## src/rtl/iobus_arbiter.sv

```systemverilog
`default_nettype none
// ============================================================================
// Module      : iobus_arbiter
// Description : Round-robin arbiter sharing one IO bus slave port between
//               NUM_MASTERS strobe-style IO bus masters. Each master's
//               single-cycle request is latched into a private slot, replayed
//               downstream when granted, and the completion (or a timeout
//               abort) is routed back to the owning master.
// Revision    : 1.0 - initial release
// ============================================================================
module iobus_arbiter #(
    parameter int          NUM_MASTERS    = 2,
    parameter int          TIMEOUT_CYCLES = 255,
    parameter logic [31:0] TIMEOUT_DATA   = 32'hffff_ffff,
    localparam int         GW             = (NUM_MASTERS > 1) ? $clog2(NUM_MASTERS) : 1
) (
    input  logic                      io_clk,
    input  logic                      io_rst,
    // upstream masters
    input  logic [NUM_MASTERS-1:0]    m_io_addr_strobe,
    input  logic [NUM_MASTERS-1:0]    m_io_read_strobe,
    input  logic [NUM_MASTERS-1:0]    m_io_write_strobe,
    input  logic [32*NUM_MASTERS-1:0] m_io_address,
    input  logic [4*NUM_MASTERS-1:0]  m_io_byte_enable,
    input  logic [32*NUM_MASTERS-1:0] m_io_write_data,
    output logic [32*NUM_MASTERS-1:0] m_io_read_data,
    output logic [NUM_MASTERS-1:0]    m_io_ready,
    // downstream slave
    output logic                      s_io_addr_strobe,
    output logic                      s_io_read_strobe,
    output logic                      s_io_write_strobe,
    output logic [31:0]               s_io_address,
    output logic [3:0]                s_io_byte_enable,
    output logic [31:0]               s_io_write_data,
    input  logic [31:0]               s_io_read_data,
    input  logic                      s_io_ready,
    // status
    output logic [GW-1:0]             grant_id,
    output logic                      busy,
    output logic                      timeout_err,
    output logic                      overrun_err
);

    // Counter only needs to reach TIMEOUT_CYCLES-1 before the abort fires.
    localparam int CW = (TIMEOUT_CYCLES > 2) ? $clog2(TIMEOUT_CYCLES) : 1;

    localparam logic [CW-1:0] C_CNT_LAST    = CW'(TIMEOUT_CYCLES - 1);
    localparam logic [GW-1:0] C_LAST_MASTER = GW'(NUM_MASTERS - 1);

    typedef enum logic [1:0] {
        ST_IDLE  = 2'd0,
        ST_ISSUE = 2'd1,
        ST_WAIT  = 2'd2
    } state_t;

    // ------------------------------------------------------------------
    // Request slots
    // ------------------------------------------------------------------
    logic [NUM_MASTERS-1:0] r_pend;
    logic [NUM_MASTERS-1:0] r_rnw;
    logic [31:0]            r_addr  [NUM_MASTERS];
    logic [3:0]             r_be    [NUM_MASTERS];
    logic [31:0]            r_wdata [NUM_MASTERS];

    // ------------------------------------------------------------------
    // Arbiter / downstream state
    // ------------------------------------------------------------------
    state_t                 r_state;
    logic [GW-1:0]          r_rr;
    logic [GW-1:0]          r_grant;
    logic [CW-1:0]          r_cnt;
    logic                   r_busy;
    logic                   r_s_addr_strobe;
    logic                   r_s_read_strobe;
    logic                   r_s_write_strobe;
    logic [31:0]            r_s_address;
    logic [3:0]             r_s_be;
    logic [31:0]            r_s_wdata;
    logic [NUM_MASTERS-1:0] r_m_ready;
    logic [31:0]            r_m_rdata [NUM_MASTERS];
    logic                   r_timeout_err;
    logic                   r_overrun_err;

    // ------------------------------------------------------------------
    // Combinational helpers
    // ------------------------------------------------------------------
    logic [31:0]            w_m_addr  [NUM_MASTERS];
    logic [3:0]             w_m_be    [NUM_MASTERS];
    logic [31:0]            w_m_wdata [NUM_MASTERS];
    logic [NUM_MASTERS-1:0] w_valid_req;
    logic [NUM_MASTERS-1:0] w_capture;
    logic [NUM_MASTERS-1:0] w_clear;
    logic                   w_overrun;
    logic                   w_done;
    logic                   w_any;
    logic [GW-1:0]          w_pick;
    int                     w_idx;

    // A transaction finishes on slave ready or when the wait budget runs out;
    // ready wins if both coincide so real data is never replaced.
    assign w_done    = (r_state == ST_WAIT) && (s_io_ready || (r_cnt == C_CNT_LAST));
    assign w_overrun = |(w_valid_req & r_pend);

    generate
        for (genvar i = 0; i < NUM_MASTERS; i++) begin : g_master
            assign w_m_addr[i]  = m_io_address[32*i +: 32];
            assign w_m_be[i]    = m_io_byte_enable[4*i +: 4];
            assign w_m_wdata[i] = m_io_write_data[32*i +: 32];
            // Exactly one qualifier makes a request; none or both is junk.
            assign w_valid_req[i] = m_io_addr_strobe[i] &
                                    (m_io_read_strobe[i] ^ m_io_write_strobe[i]);
            assign w_capture[i]   = w_valid_req[i] & ~r_pend[i];
            assign w_clear[i]     = w_done && (r_grant == GW'(i));
            assign m_io_read_data[32*i +: 32] = r_m_rdata[i];
        end
    endgenerate

    // Round-robin pick: first pending slot at or after the RR pointer.
    always_comb begin
        w_any  = 1'b0;
        w_pick = '0;
        w_idx  = 0;
        for (int k = 0; k < NUM_MASTERS; k++) begin
            w_idx = int'(r_rr) + k;
            if (w_idx >= NUM_MASTERS) begin
                w_idx = w_idx - NUM_MASTERS;
            end
            if (!w_any && r_pend[w_idx]) begin
                w_any  = 1'b1;
                w_pick = GW'(w_idx);
            end
        end
    end

    // Slot capture and release; a slot being served is still full, so a
    // strobe on that edge is an overrun rather than a capture.
    always_ff @(posedge io_clk or posedge io_rst) begin
        if (io_rst) begin
            r_pend <= '0;
            r_rnw  <= '0;
            for (int i = 0; i < NUM_MASTERS; i++) begin
                r_addr[i]  <= '0;
                r_be[i]    <= '0;
                r_wdata[i] <= '0;
            end
        end else begin
            for (int i = 0; i < NUM_MASTERS; i++) begin
                if (w_clear[i]) begin
                    r_pend[i] <= 1'b0;
                end else if (w_capture[i]) begin
                    r_pend[i]  <= 1'b1;
                    r_rnw[i]   <= m_io_read_strobe[i];
                    r_addr[i]  <= w_m_addr[i];
                    r_be[i]    <= w_m_be[i];
                    r_wdata[i] <= w_m_wdata[i];
                end
            end
        end
    end

    // Grant FSM: issue one downstream pulse, wait for ready or timeout,
    // then hand the result back to the granted master.
    always_ff @(posedge io_clk or posedge io_rst) begin
        if (io_rst) begin
            r_state          <= ST_IDLE;
            r_rr             <= '0;
            r_grant          <= '0;
            r_cnt            <= '0;
            r_busy           <= 1'b0;
            r_s_addr_strobe  <= 1'b0;
            r_s_read_strobe  <= 1'b0;
            r_s_write_strobe <= 1'b0;
            r_s_address      <= '0;
            r_s_be           <= '0;
            r_s_wdata        <= '0;
            r_m_ready        <= '0;
            r_timeout_err    <= 1'b0;
            r_overrun_err    <= 1'b0;
            for (int i = 0; i < NUM_MASTERS; i++) begin
                r_m_rdata[i] <= '0;
            end
        end else begin
            // Pulse outputs default low every cycle.
            r_s_addr_strobe  <= 1'b0;
            r_s_read_strobe  <= 1'b0;
            r_s_write_strobe <= 1'b0;
            r_m_ready        <= '0;
            r_timeout_err    <= 1'b0;
            r_overrun_err    <= w_overrun;

            case (r_state)
                ST_IDLE: begin
                    if (w_any) begin
                        r_grant          <= w_pick;
                        r_s_address      <= r_addr[w_pick];
                        r_s_be           <= r_be[w_pick];
                        r_s_wdata        <= r_wdata[w_pick];
                        r_s_addr_strobe  <= 1'b1;
                        r_s_read_strobe  <= r_rnw[w_pick];
                        r_s_write_strobe <= ~r_rnw[w_pick];
                        r_cnt            <= '0;
                        r_busy           <= 1'b1;
                        r_state          <= ST_ISSUE;
                    end
                end

                ST_ISSUE: begin
                    // Slave ready during the strobe cycle is not a completion.
                    r_cnt   <= '0;
                    r_state <= ST_WAIT;
                end

                ST_WAIT: begin
                    if (w_done) begin
                        r_m_ready[r_grant] <= 1'b1;
                        r_m_rdata[r_grant] <= s_io_ready ? s_io_read_data : TIMEOUT_DATA;
                        r_timeout_err      <= ~s_io_ready;
                        r_rr               <= (r_grant == C_LAST_MASTER) ? '0
                                                                         : r_grant + GW'(1);
                        r_busy             <= 1'b0;
                        r_state            <= ST_IDLE;
                    end else begin
                        r_cnt <= r_cnt + CW'(1);
                    end
                end

                default: begin
                    r_busy  <= 1'b0;
                    r_state <= ST_IDLE;
                end
            endcase
        end
    end

    assign s_io_addr_strobe  = r_s_addr_strobe;
    assign s_io_read_strobe  = r_s_read_strobe;
    assign s_io_write_strobe = r_s_write_strobe;
    assign s_io_address      = r_s_address;
    assign s_io_byte_enable  = r_s_be;
    assign s_io_write_data   = r_s_wdata;
    assign m_io_ready        = r_m_ready;
    assign grant_id          = r_grant;
    assign busy              = r_busy;
    assign timeout_err       = r_timeout_err;
    assign overrun_err       = r_overrun_err;

endmodule
`default_nettype wire
```

## config.mk

```make
export PLATFORM = sky130hd
export DESIGN_NAME = iobus_arbiter
export DESIGN_NICKNAME = d
export VERILOG_FILES = /design/src/rtl/iobus_arbiter.sv
export SDC_FILE = /design/constraint.sdc
export NUM_CORES = 1
export LEC_CHECK = 0
export CAP_MARGIN = 0
export CORE_MARGIN = 8
export CORE_UTILIZATION = 25
export DETAILED_ROUTE_END_ITERATION = 8
export GPL_ROUTABILITY_DRIVEN = 0
export PLACE_DENSITY = 0.47
export SYNTH_ARGS = -nofsm -noshare
export SYNTH_HDL_FRONTEND = slang
export SYNTH_SLANG_ARGS = --single-unit
export TNS_END_PERCENT = 10
```

## constraint.sdc

```tcl
create_clock -name io_clk -period 11.45 [get_ports io_clk]
set_input_delay 2.29 -clock io_clk [delete_from_list [all_inputs] [get_ports io_clk]]
set_output_delay 2.29 -clock io_clk [all_outputs]
set_load 0.05 [all_outputs]
```

# ---- Word level (Yosys, flattened, before mapping)
# Index checks and enable logic that the tools add are counted.
dict set report word_totals {
  input_bits 177
  out_inout_bits 141
  regBits 292
  wordCells 137
}
dict set report op_classes {
  bitwise 17
  n_eq_ne 6
  mux 53
  n_reduce_logical 20
  addsub 5
  order_cmp 10
}
# cell n
set ops {}
lappend ops {{two-way mux 32 bit} 10}
lappend ops {{bitwise mux 64 bit} 1}
lappend ops {{< comparator 32 x 3 -> 1 bit, second input constant} 2}
lappend ops {{demux 32 bit (select 1 bit)} 1}
lappend ops {{two-way mux 1 bit} 28}
lappend ops {{one-hot mux 8 bit (3 select lines)} 1}
lappend ops {{two-way mux 8 bit} 2}
lappend ops {{two-way mux 4 bit} 3}
lappend ops {{AND reduction 2 bit} 5}
lappend ops {{adder 8 x 1 -> 8 bit, second input constant} 1}
lappend ops {{== test 8 bit, second input constant} 1}
lappend ops {{two-way mux 2 bit} 4}
lappend ops {{inverter 1 bit} 8}
lappend ops {{>= comparator 2 bit, second input constant} 3}
lappend ops {{logical AND 1 bit} 6}
lappend ops {{inequality test 2 bit, second input constant} 3}
lappend ops {{one-hot mux 2 bit (3 select lines)} 1}
lappend ops {{AND reduction 3 bit} 2}
lappend ops {{bitwise AND 1 bit} 4}
lappend ops {{< comparator 1 x 2 -> 1 bit, second input constant} 2}
lappend ops {{inverter 1 -> 2 bit} 2}
lappend ops {{nonzero test 2 bit} 2}
lappend ops {{one-hot mux 1 bit (3 select lines)} 1}
lappend ops {{nonzero test 3 bit} 1}
lappend ops {{16 further kinds} 17}

# ---- Depth between registers and ports, before layout
# Gate-level depths: netlist of run 1.
dict set report logic_depth {
  word_depth 14
  ltp_mapped 10
  depth_no_buf 6
}

# ---- Worst setup path after synthesis of run 1
# OpenSTA, ideal clock, no wires.
dict set report synth_path {
  path_kind {input to register}
  start {in s_io_ready}
  end {reg r_addr[54] (netlist bit)}
  path_slack_ps 7555
  arrival_ps 3770
  stages 8
  n_path_buf 4
  setup_time_ps 125
  t_required_ps 11325
  cell_sequence {buf_2 > nand3b_1 > o31a_1 > buf_6 > o2111ai_2 > buf_4 > buf_4 > mux2_2}
}
dict set report synth_via {
  elab_chain_len 5
}
# item line
set synth_lines {}
lappend synth_lines {{start: declaration} 36} ;# input logic s_io_ready,
lappend synth_lines {{logical OR 1 bit} 101} ;# assign w_done = (r_state == ST_WAIT) && (s_io_ready || (r_cnt == C_CNT_LAST));
lappend synth_lines {{logical AND 1 bit} 101}
lappend synth_lines {{logical AND 1 bit} 113} ;# assign w_clear[i] = w_done && (r_grant == GW'(i));
lappend synth_lines {{inverter 1 bit (no line)} --}
lappend synth_lines {{AND reduction 2 bit (no line)} --}
lappend synth_lines {{end signal: indexed assignment} 153} ;# r_addr[i] <= w_m_addr[i];
lappend synth_lines {{end: declaration} 61} ;# logic [31:0] r_addr [NUM_MASTERS];
# Every way passes these cells.
# A chain may end at the register's enable or synchronous reset.

# ---- Worst setup path after layout of run 1
dict set report layout_path {
  start {in s_io_ready}
  end {reg r_rnw[1]}
}
dict set report layout_via {
  elab_chain_len 5
}
# item line
set layout_lines {}
lappend layout_lines {{logical OR 1 bit} 101}
lappend layout_lines {{logical AND 1 bit} 101}
lappend layout_lines {{logical AND 1 bit} 113}
lappend layout_lines {{inverter 1 bit (no line)} --}
lappend layout_lines {{AND reduction 2 bit (no line)} --}
lappend layout_lines {{end signal: indexed assignment} 152} ;# r_rnw[i] <= m_io_read_strobe[i];
lappend layout_lines {{end: declaration} 60} ;# logic [NUM_MASTERS-1:0] r_rnw;
# Every way passes these cells.

==> impl_metrics.xml, run 1 <==
<?xml version="1.0" encoding="UTF-8"?>
<metrics>
  <group name="synth">
    <metric name="synth_cells" unit="">834</metric>
    <metric name="synth_seq_cells" unit="">292</metric>
    <metric name="post_synth_instance_area" unit="sq um">11570</metric>
    <metric name="yosys.cell_types.count" unit="">45</metric>
    <metric name="avgSynthCellArea" unit="sq um">13.87</metric>
    <metric name="postSynth.topFlopCell" unit="">dfrtp_1</metric>
    <metric name="synth_enable_flop_cells" unit="">0</metric>
    <metric name="yosys_warnings" unit="">0</metric>
    <metric name="part_of_the_yosys_area_used_for_sequential_elements" unit="%">63.16</metric>
    <metric name="asyncSetResetFlopFracSynth" unit="%">100.0</metric>
    <metric name="syn-num-nets" unit="">1013</metric>
  </group>
  <group name="routing">
    <metric name="route.vias.total" unit="">7902</metric>
    <metric name="drt_drc_violations_left" unit="">0</metric>
    <metric name="route.detailed.vias_per_inst" unit="">4.449</metric>
    <metric name="route.detailed.wl_per_inst" unit="um">19.51</metric>
    <metric name="route.antenna.remaining_nets" unit="">0</metric>
    <metric name="routed_wl" unit="um">34640</metric>
    <metric name="drt_pre_antenna_iters" unit="">4</metric>
    <metric name="drt_iter0_drc" unit="">389</metric>
  </group>
  <group name="floorplanning">
    <metric name="fp-row-count" unit="">79</metric>
    <metric name="ioPinCount" unit="">318</metric>
    <metric name="core_region_area" unit="sq um">46160</metric>
    <metric name="die_area" unit="sq um">53420</metric>
    <metric name="width_of_the_die" unit="um">231.1</metric>
    <metric name="die_y" unit="um">231.1</metric>
    <metric name="initial_utilization" unit="%">25.06</metric>
  </group>
  <group name="global_routing">
    <metric name="met3_usage" unit="%">4.903</metric>
    <metric name="grtUsageMet1" unit="%">16.46</metric>
    <metric name="grt_start_max_net_pins" unit="">88</metric>
    <metric name="first_global_vias" unit="">8671</metric>
    <metric name="grt_first_pass_wirelength" unit="um">53940</metric>
    <metric name="globalRouteOverflowTotal" unit="">0</metric>
    <metric name="groute.layer.met2.usage" unit="%">20.13</metric>
    <metric name="global_route.peak_usage_layer" unit="">met2</metric>
    <metric name="grt_util_all_layers" unit="%">12.82</metric>
    <metric name="antenna_violations_before_repair" unit="">8</metric>
  </group>
  <group name="critical_path">
    <metric name="arr_time_crit_path" unit="ps">5700</metric>
    <metric name="launching_element_type_of_the_critical_path" unit="">input port</metric>
    <metric name="critical_path.max_fanout" unit="">51</metric>
    <metric name="worstSetupPathType" unit="">input port to flop</metric>
    <metric name="crit_required" unit="ps">11870</metric>
    <metric name="crit_path_cell_trace" unit="">clkdlybuf4s50_1 -&gt; nand3b_1 -&gt; buf_4 -&gt; o31a_1 -&gt; o2111a_4 -&gt; buf_4 -&gt; mux2_2</metric>
    <metric name="cp_slowest_stage_delay" unit="ps">610</metric>
    <metric name="crit_top_cell" unit="">buf_4</metric>
    <metric name="cpMaxStageDelayCell" unit="">o2111a_4</metric>
    <metric name="cp-end-kind" unit="">flop</metric>
  </group>
  <group name="placed_design">
    <metric name="place_ws" unit="ps">5525</metric>
    <metric name="io_buffer_count" unit="">317</metric>
    <metric name="hpwlAfterDp" unit="um">23190</metric>
  </group>
  <group name="pwr">
    <metric name="p_leak" unit="nW">6.868</metric>
    <metric name="power.density" unit="nW/um^2">339.1</metric>
    <metric name="design_power_total" unit="mW">5.617</metric>
    <metric name="peakVddDrop" unit="uV">219.8</metric>
  </group>
  <group name="clock_tree">
    <metric name="cts.path.max_buffers" unit="">3</metric>
    <metric name="cts_repair_resize_count" unit="">0</metric>
    <metric name="cts_hold_repair.buffers" unit="">0</metric>
    <metric name="path_clk_slew" unit="ps">60</metric>
    <metric name="cts_tree" unit="">done</metric>
    <metric name="post_cts.repair.setup_buffers" unit="">0</metric>
    <metric name="cts-buffers-inserted" unit="">36</metric>
    <metric name="worstSkewPairLatency" unit="ps">530</metric>
    <metric name="cts.sinks" unit="">292</metric>
    <metric name="cts_root_buf" unit="">clkbuf_16</metric>
    <metric name="ctsHtreeMaxLevel" unit="">2</metric>
  </group>
  <group name="sta">
    <metric name="final-setup-viol-count" unit="">0</metric>
    <metric name="worst-slew-pin-transition" unit="ps">1029</metric>
    <metric name="setup_repair_after_global_routing_missed_its_margin" unit="">false</metric>
    <metric name="timing_max_transition_violations_final" unit="">0</metric>
    <metric name="timing.final.ws_setup" unit="ps">6166</metric>
    <metric name="finalHoldViolations" unit="">0</metric>
    <metric name="worst_clock_skew" unit="ps">11.02</metric>
    <metric name="setup-tns-final" unit="ps">0</metric>
    <metric name="worst_hold_slack" unit="ps">487.0</metric>
    <metric name="f_max" unit="MHz">189.3</metric>
    <metric name="finalCriticalPeriod" unit="ps">5284</metric>
    <metric name="final_min_period_over_clock_period" unit="%">46.15</metric>
    <metric name="slew_headroom" unit="%">31.37</metric>
  </group>
  <group name="final_layout">
    <metric name="final_cell_mix" unit="">317 x clkdlybuf4s50_1, 292 x dfrtp_1, 128 x mux2_2</metric>
    <metric name="fin_nets" unit="">1322</metric>
    <metric name="share_of_post_route_cells_with_drive_strength_above_1" unit="%">18.51</metric>
    <metric name="layout-area-overhead-vs-synth" unit="%">43.17</metric>
    <metric name="layout_commonest_cell" unit="">clkdlybuf4s50_1</metric>
  </group>
  <group name="hold_path">
    <metric name="holdCritPathClass" unit="">flop to flop</metric>
  </group>
  <group name="run">
    <metric name="max-cap-violations" unit="">0</metric>
  </group>
  <group name="run_status">
    <metric name="run_status" unit="">finished, final reports clean</metric>
  </group>
</metrics>
per-layer routing:
metal	vias up	part of all wire [%]
met5	-	0.26
met4	14	2.1
met3	66	7.3
met2	214	46
met1	3953	45
li1	3655	-
cell type report:
type | count | area [sq um]
Antenna cell | 2 | 5.005
Clock buffer | 53 | 1076
Clock inverter | 9 | 105.1
Fill cell | 4561 | 29600
Inverter | 7 | 33.78
Multi-Input combinational cell | 476 | 4008
Sequential cell | 292 | 7307
Tap cell | 607 | 759.5
Timing Repair Buffer | 330 | 3271
registers in the layout, indices dropped and copies added (netlist names), 4 cells and up:
name	cells
m_io_read_data	64
r_addr	64
r_wdata	64
s_io_address	32
s_io_write_data	32
r_be	8
r_cnt	8
s_io_byte_enable	4
power breakdown:
group | switching, mW | leakage, nW | internal [mW]
clock network | 0.440 | 0.582 | 0.695
logic | 1.62 | 2.88 | 1.04
registers | 0.281 | 3.41 | 1.54
cells by family after synthesis:
family,Yosys count,synth area share [%]
AOI/OAI and AO/OA,163,10.24
xor gates and xnor gates,2,0.1514
adders and majority gates,2,0.2163
buffers and inverters,66,2.671
DFF,292,63.16
muxes,208,19.81
and+or+nand+nor,101,3.753
through the flow:
step / area, sq um / utilization [%] / instances
5_1_grt: 16560 / 35.87 / 1774
3_5_place_dp: 15380 / 33.32 / 1712
2_1_floorplan: 11570 / - / 834
4_1_cts: 16560 / 35.87 / 1774
6_report: 16560 / 35.88 / 1776
3_3_place_gp: 15380 / 33.32 / 1712
final timing paths:
path / cells after the start / slack [ps] / endpoint / from
max: 7 / 6170 / r_rnw[1] / s_io_ready
min: 1 / 490 / m_io_read_data[56] / m_io_read_data[56]
max reg2reg: 6 / 7890 / r_rnw[1] / r_state[0]
min reg2reg: 1 / 490 / m_io_read_data[56] / m_io_read_data[56]
max in group asynchronous: 4 / 6860 / m_io_read_data[23] / io_rst
min in group asynchronous: 2 / 2210 / s_io_write_data[22] / io_rst
synthesized netlist by cell type (2+ instances only):
cell      count  share of area, %
a21oi_1      72               3.1
dfrtp_1     292                63
mux2_2      128                12
nand2_1       5              0.16
o21a_1        2              0.13
buf_2        19              0.82
a21o_1        3              0.19
nor4_1        2              0.11
buf_4         2              0.13
mux2i_1      70               6.1
mux2_4       10               1.3
xor2_1        2              0.15
nor3_1        2             0.087
buf_6         4              0.39
nor2b_1       2              0.11
ha_1          2              0.22
o21ai_0       7              0.30
o32a_1       50               4.3
o22a_1       15               1.1
nor2_1       75               2.4
inv_1         7              0.23
clkbuf_1     33               1.1
a211oi_1      2              0.13
nand3_1       7              0.30
worst max-delay path, delay by kind of cell:
family / cells / cell delay [ps]
buf+inv: 3 / 1590
compound gates: 2 / 1140
simple gates: 1 / 140
mux: 1 / 410
Power figures use the tool's default switching activity.
==> inputs of run 2 (changes only) <==
--- a/config.mk
+++ b/config.mk
@@ -10,7 +10,7 @@
 export CORE_UTILIZATION = 25
 export DETAILED_ROUTE_END_ITERATION = 8
 export GPL_ROUTABILITY_DRIVEN = 0
-export PLACE_DENSITY = 0.47
+export PLACE_DENSITY = 0.49
 export SYNTH_ARGS = -nofsm -noshare
 export SYNTH_HDL_FRONTEND = slang
 export SYNTH_SLANG_ARGS = --single-unit
==> constraint.sdc (replaced) <==
create_clock -name io_clk -period 4.4 [get_ports io_clk]
set_input_delay 0.88 -clock io_clk [delete_from_list [all_inputs] [get_ports io_clk]]
set_output_delay 0.88 -clock io_clk [all_outputs]
set_load 0.05 [all_outputs]
==> impl_metrics.xml, run 2 (synthesis results as in run 1) <==
<?xml version="1.0" encoding="UTF-8"?>
<metrics>
  <group name="run_status">
    <metric name="run_status" unit="">finished, final reports clean</metric>
  </group>
  <group name="routing">
    <metric name="route.detailed.vias_per_inst" unit="">4.447</metric>
    <metric name="route.antenna.remaining_nets" unit="">0</metric>
    <metric name="drt_drc_violations_left" unit="">0</metric>
    <metric name="route.detailed.wl_per_inst" unit="um">19.43</metric>
    <metric name="top_signal_layer_used" unit="">met5</metric>
    <metric name="met1_wirelength" unit="um">15080</metric>
    <metric name="drt_pre_antenna_iters" unit="">4</metric>
    <metric name="route.vias.total" unit="">7938</metric>
    <metric name="drt_iter0_drc" unit="">272</metric>
    <metric name="met3_length" unit="um">2639</metric>
    <metric name="routed_wl" unit="um">34680</metric>
    <metric name="met2_wirelength" unit="um">16200</metric>
  </group>
  <group name="floorplanning">
    <metric name="fp-row-count" unit="">79</metric>
    <metric name="ioPinCount" unit="">318</metric>
    <metric name="core_region_area" unit="sq um">46160</metric>
    <metric name="width_of_the_die" unit="um">231.1</metric>
    <metric name="die_y" unit="um">231.1</metric>
    <metric name="initial_utilization" unit="%">25.06</metric>
    <metric name="die_area" unit="sq um">53420</metric>
  </group>
  <group name="run">
    <metric name="max-cap-violations" unit="">0</metric>
  </group>
  <group name="critical_path">
    <metric name="arr_time_crit_path" unit="ps">3240</metric>
    <metric name="crit_path_cell_trace" unit="">clkdlybuf4s50_1 -&gt; nand3b_1 -&gt; o31a_1 -&gt; o2111a_4 -&gt; buf_4 -&gt; mux2_2</metric>
    <metric name="cpMaxStageDelayCell" unit="">o2111a_4</metric>
    <metric name="critical_path.max_fanout" unit="">30</metric>
    <metric name="cp-end-kind" unit="">flop</metric>
    <metric name="critical-path-top-delay-family" unit="">compound AO/OA/AOI/OAI gates</metric>
    <metric name="buffering_stage_count_on_the_worst_path_with_inverters_included" unit="">2</metric>
    <metric name="worst_setup_path_startpoint" unit="">s_io_ready</metric>
    <metric name="crit_required" unit="ps">4820</metric>
    <metric name="worstSetupPathType" unit="">input port to flop</metric>
    <metric name="rr_startpoint" unit="">r_cnt[0]</metric>
    <metric name="cp_slowest_stage_delay" unit="ps">600</metric>
    <metric name="launching_element_type_of_the_critical_path" unit="">input port</metric>
  </group>
  <group name="clock_tree">
    <metric name="worstSkewPairLatency" unit="ps">530</metric>
    <metric name="cts-buffers-inserted" unit="">36</metric>
    <metric name="cts.path.max_buffers" unit="">3</metric>
    <metric name="cts_root_buf" unit="">clkbuf_16</metric>
    <metric name="cts_tree" unit="">done</metric>
    <metric name="cts_repair_resize_count" unit="">0</metric>
    <metric name="path_clk_slew" unit="ps">60</metric>
    <metric name="cts_hold_repair.buffers" unit="">0</metric>
    <metric name="post_cts.repair.setup_buffers" unit="">0</metric>
    <metric name="ctsHtreeMaxLevel" unit="">2</metric>
    <metric name="cts.sinks" unit="">292</metric>
  </group>
  <group name="final_layout">
    <metric name="number_of_fill_cells_in_the_layout" unit="">4493</metric>
    <metric name="final_cell_mix" unit="">317 x clkdlybuf4s50_1, 292 x dfrtp_1, 128 x mux2_2</metric>
    <metric name="fin_nets" unit="">1331</metric>
    <metric name="layout-area-overhead-vs-synth" unit="%">44.58</metric>
    <metric name="utilization" unit="%">36.24</metric>
    <metric name="layout_commonest_cell" unit="">clkdlybuf4s50_1</metric>
    <metric name="share_of_post_route_cells_with_drive_strength_above_1" unit="%">19.05</metric>
    <metric name="post-route-cell-area" unit="sq um">16730</metric>
  </group>
  <group name="global_routing">
    <metric name="grt_util_all_layers" unit="%">12.88</metric>
    <metric name="grt_start_max_net_pins" unit="">71</metric>
    <metric name="antenna_violations_before_repair" unit="">5</metric>
    <metric name="grt_first_pass_wirelength" unit="um">54030</metric>
    <metric name="first_global_vias" unit="">8657</metric>
    <metric name="globalRouteOverflowTotal" unit="">0</metric>
  </group>
  <group name="sta">
    <metric name="finalHoldViolations" unit="">0</metric>
    <metric name="setup-tns-final" unit="ps">0</metric>
    <metric name="finalCriticalPeriod" unit="ps">2821</metric>
    <metric name="final_min_period_over_clock_period" unit="%">64.11</metric>
    <metric name="f_max" unit="MHz">354.5</metric>
    <metric name="timing.final.ws_setup" unit="ps">1579</metric>
    <metric name="setup_repair_after_global_routing_missed_its_margin" unit="">false</metric>
    <metric name="final-setup-viol-count" unit="">0</metric>
    <metric name="slew_headroom" unit="%">40.08</metric>
    <metric name="timing_max_transition_violations_final" unit="">0</metric>
    <metric name="worst_clock_skew" unit="ps">18.74</metric>
    <metric name="worst-slew-pin-transition" unit="ps">896.9</metric>
  </group>
  <group name="pwr">
    <metric name="peakVddDrop" unit="uV">434.4</metric>
    <metric name="p_leak" unit="nW">6.946</metric>
    <metric name="power.density" unit="nW/um^2">864.9</metric>
  </group>
  <group name="placed_design">
    <metric name="io_buffer_count" unit="">317</metric>
    <metric name="place_ws" unit="ps">987.7</metric>
    <metric name="place_area" unit="sq um">15550</metric>
    <metric name="hpwlAfterDp" unit="um">24000</metric>
  </group>
  <group name="hold_path">
    <metric name="worst_hold_startpoint" unit="">m_io_read_data[56]</metric>
    <metric name="holdCritPathClass" unit="">flop to flop</metric>
  </group>
</metrics>
==> run 2: cell types whose count changed in the layout (fill, tap and decap cells not counted), sizes merged <==
cell	delta
inv	-1
buf	+9
clkinv	+1
==> run 2: final cells by class <==
| class | count | area (sq um) | share of cell area (%) |
|---|---|---|---|
| inverter | 7 | 30.03 | 0.1795 |
| sequential | 292 | 7307 | 43.68 |
| clock inverter | 9 | 106.4 | 0.6358 |
| clock buffer | 53 | 1066 | 6.373 |
| multi-input combinational | 476 | 4003 | 23.93 |
| tap | 607 | 759.5 | 4.540 |
| antenna | 2 | 5.005 | 0.02992 |
| timing repair buffer | 339 | 3451 | 20.63 |
==> run 2: worst register-to-register path: cells and delay by family (launching register included) <==
family | cells | cell delay, ps
AND/OR/NAND/NOR | 1 | 160
flip-flops | 1 | 430
AO/OA/AOI/OAI | 2 | 1110
buffers and inverters | 2 | 350
multiplexers | 1 | 350
adder cells (fa/ha/maj) | 1 | 150
==> run 2: final timing paths <==
path,slack [ps],depth (start not counted),to
max,1580,6,r_wdata[14]
min,490,1,m_io_read_data[56]
max reg2reg,1740,7,r_addr[36]
min reg2reg,490,1,m_io_read_data[56]
max in group asynchronous,2650,3,r_wdata[49]
min in group asynchronous,890,2,s_io_address[31]
==> run 2: per-stage QoR <==
step / std cells / power (mW) / hold WS, ps
after floorplan: 834 / 9.447 / 444.1
after global placement: 1721 / 11.62 / 475.4
after detailed placement: 1721 / 11.71 / 477.3
after CTS: 1783 / 14.75 / 489.5
after global routing: 1784 / 15.36 / 504.4
final: 1785 / 14.47 / 487.9
==> run 2: power by group <==
part           switching [mW]  internal, mW
clock                    1.14          1.79
combinational            4.13          2.69
sequential              0.725          3.99
total                    5.99          8.47
==> run 2: per-layer routing <==
layer,up-vias,GRT usage [%]
met2,229,20.24
met3,51,4.585
met1,3981,16.46
met5,-,0
li1,3673,-
met4,4,4.019
==> inputs of run 3 (changes only) <==
--- a/config.mk
+++ b/config.mk
@@ -10,7 +10,7 @@
 export CORE_UTILIZATION = 25
 export DETAILED_ROUTE_END_ITERATION = 8
 export GPL_ROUTABILITY_DRIVEN = 0
-export PLACE_DENSITY = 0.49
+export PLACE_DENSITY = 0.47
 export SYNTH_ARGS = -nofsm -noshare
 export SYNTH_HDL_FRONTEND = slang
 export SYNTH_SLANG_ARGS = --single-unit
==> constraint.sdc (replaced) <==
create_clock -name io_clk -period 2.61 [get_ports io_clk]
set_input_delay 0.522 -clock io_clk [delete_from_list [all_inputs] [get_ports io_clk]]
set_output_delay 0.522 -clock io_clk [all_outputs]
set_load 0.05 [all_outputs]
==> impl_metrics.xml, run 3 (synthesis results as in run 1) <==
<?xml version="1.0" encoding="UTF-8"?>
<metrics>
  <group name="global_routing">
    <metric name="grt_util_all_layers" unit="%">13.10</metric>
    <metric name="globalRouteOverflowTotal" unit="">0</metric>
    <metric name="first_global_vias" unit="">8623</metric>
    <metric name="antenna_violations_before_repair" unit="">3</metric>
    <metric name="grt_first_pass_wirelength" unit="um">54560</metric>
    <metric name="grt_start_max_net_pins" unit="">84</metric>
  </group>
  <group name="pwr">
    <metric name="power.density" unit="nW/um^2">1475</metric>
    <metric name="peakVddDrop" unit="uV">847.7</metric>
    <metric name="p_leak" unit="nW">7.032</metric>
  </group>
  <group name="sta">
    <metric name="timing_max_transition_violations_final" unit="">0</metric>
    <metric name="final-setup-viol-count" unit="">0</metric>
    <metric name="finalHoldViolations" unit="">0</metric>
    <metric name="worst-slew-pin-transition" unit="ps">645.3</metric>
    <metric name="slew_headroom" unit="%">56.84</metric>
    <metric name="worst_clock_skew" unit="ps">9.026</metric>
    <metric name="setup-tns-final" unit="ps">0</metric>
    <metric name="finalCriticalPeriod" unit="ps">2340</metric>
    <metric name="f_max" unit="MHz">427.3</metric>
    <metric name="setup_repair_after_global_routing_missed_its_margin" unit="">false</metric>
    <metric name="final_min_period_over_clock_period" unit="%">89.66</metric>
  </group>
  <group name="final_layout">
    <metric name="final_cell_mix" unit="">316 x clkdlybuf4s50_1, 292 x dfrtp_1, 128 x mux2_2</metric>
    <metric name="post-route-cell-area" unit="sq um">16920</metric>
    <metric name="insertedDiodeCount" unit="">0</metric>
    <metric name="fin_nets" unit="">1343</metric>
    <metric name="layout-area-overhead-vs-synth" unit="%">46.27</metric>
    <metric name="utilization" unit="%">36.66</metric>
    <metric name="share_of_post_route_cells_with_drive_strength_above_1" unit="%">19.61</metric>
    <metric name="layout_commonest_cell" unit="">clkdlybuf4s50_1</metric>
  </group>
  <group name="floorplanning">
    <metric name="die_area" unit="sq um">53420</metric>
    <metric name="ioPinCount" unit="">318</metric>
    <metric name="initial_utilization" unit="%">25.06</metric>
    <metric name="fp-row-count" unit="">79</metric>
    <metric name="core_region_area" unit="sq um">46160</metric>
    <metric name="die_y" unit="um">231.1</metric>
    <metric name="width_of_the_die" unit="um">231.1</metric>
  </group>
  <group name="critical_path">
    <metric name="worst_r2r_path_depth" unit="">8</metric>
    <metric name="crit-reg2reg-capture" unit="">r_wdata[43]</metric>
    <metric name="arr_time_crit_path" unit="ps">2750</metric>
    <metric name="crit_required" unit="ps">3020</metric>
    <metric name="launching_element_type_of_the_critical_path" unit="">flop</metric>
    <metric name="worst_setup_path_startpoint" unit="">r_cnt[0]</metric>
    <metric name="crit_path_capture" unit="">r_wdata[43]</metric>
    <metric name="rr_startpoint" unit="">r_cnt[0]</metric>
    <metric name="cp-end-kind" unit="">flop</metric>
    <metric name="worstSetupPathType" unit="">flop to flop</metric>
    <metric name="setup.reg_to_reg.worst_slack" unit="ps">270</metric>
    <metric name="critical_path.max_fanout" unit="">19</metric>
  </group>
  <group name="clock_tree">
    <metric name="post_cts.repair.setup_buffers" unit="">0</metric>
    <metric name="cts_repair_resize_count" unit="">0</metric>
    <metric name="cts.sinks" unit="">292</metric>
    <metric name="path_clk_slew" unit="ps">60</metric>
    <metric name="cts_tree" unit="">done</metric>
    <metric name="cts-buffers-inserted" unit="">37</metric>
    <metric name="ctsHtreeMaxLevel" unit="">2</metric>
    <metric name="cts_hold_repair.buffers" unit="">0</metric>
    <metric name="worstSkewPairLatency" unit="ps">540</metric>
    <metric name="cts_root_buf" unit="">clkbuf_16</metric>
    <metric name="cts.path.max_buffers" unit="">3</metric>
  </group>
  <group name="routing">
    <metric name="drt_pre_antenna_iters" unit="">4</metric>
    <metric name="drt_drc_violations_left" unit="">0</metric>
    <metric name="routed_wl" unit="um">35590</metric>
    <metric name="route.detailed.wl_per_inst" unit="um">19.83</metric>
    <metric name="route.vias.total" unit="">7948</metric>
    <metric name="drt_iter0_drc" unit="">337</metric>
    <metric name="route.antenna.remaining_nets" unit="">0</metric>
    <metric name="route.detailed.vias_per_inst" unit="">4.428</metric>
  </group>
  <group name="run">
    <metric name="max-cap-violations" unit="">0</metric>
  </group>
  <group name="placed_design">
    <metric name="io_buffer_count" unit="">317</metric>
    <metric name="place_area" unit="sq um">15740</metric>
    <metric name="hpwlAfterDp" unit="um">24740</metric>
  </group>
  <group name="hold_path">
    <metric name="holdCritPathClass" unit="">input port to async pin</metric>
  </group>
  <group name="run_status">
    <metric name="run_status" unit="">finished, final reports clean</metric>
  </group>
</metrics>
==> run 3: cell count changes in the layout (fill, tap and decap cells not counted), sizes merged <==
cell | before | now
buf | 22 | 34
inv | 8 | 7
clkinv | 5 | 3
clkdlybuf4s50 | 317 | 316
clkbuf | 53 | 56
clkinvlp | 1 | 2
diode | 2 | 0
==> run 3: per-layer routing <==
metal | vias up | part of all wire [%] | track usage [%]
met3 | 49 | 7.0 | 4.426
met2 | 225 | 47 | 21.07
met5 | - | 0.098 | 0
met4 | 6 | 2.0 | 3.979
li1 | 3706 | - | -
met1 | 3962 | 44 | 16.52
==> run 3: worst min path at each step <==
stage                            start  cells past startpoint            endpoint
finish                          io_rst                      2          r_addr[24]
global route                    io_rst                      2          r_addr[56]
CTS                             io_rst                      2          r_addr[56]
detailed placement  m_io_read_data[58]                      1  m_io_read_data[58]
global placement                  busy                      1                busy
floorplan                         r_rr                      1                r_rr
==> run 3: critical path, cell delays in order, from the launching register on <==
cell and delay [ps]:
dfrtp_1 430, inv_1 80, ha_1 150, nand4_1 180
o31a_1 360, o2111ai_4 270, buf_12 200, buf_12 180
mux2_2 350
==> run 3: layout make-up <==
class,instances,area [sq um]
repair buffers,350,3643
multi-input cells,476,4003
clock buffers,56,1090
fillers,4533,29240
well taps,607,759.5
inverters,7,30.03
clock inverters,7,91.34
flip-flops and latches,292,7307
==> run 3: power breakdown <==
part	internal, mW	leakage (nW)	total (mW)	switching [mW]
clock	3.07	0.575	5.00	1.93
sequential	6.77	3.41	8.03	1.26
combinational	4.77	3.05	11.9	7.17
total	14.6	7.03	25.0	10.4
==> run 3: stage by stage <==
stage,setup WS [ps],instances,power (mW),hold slack [ps]
2_1_floorplan,-1787,834,15.93,444.1
6_report,269.9,1795,24.96,352.0
5_1_grt,153.4,1795,26.47,359.0
4_1_cts,218.1,1795,25.44,336.4
3_5_place_dp,163.0,1732,20.25,476.6
3_3_place_gp,179.0,1732,20.10,467.3
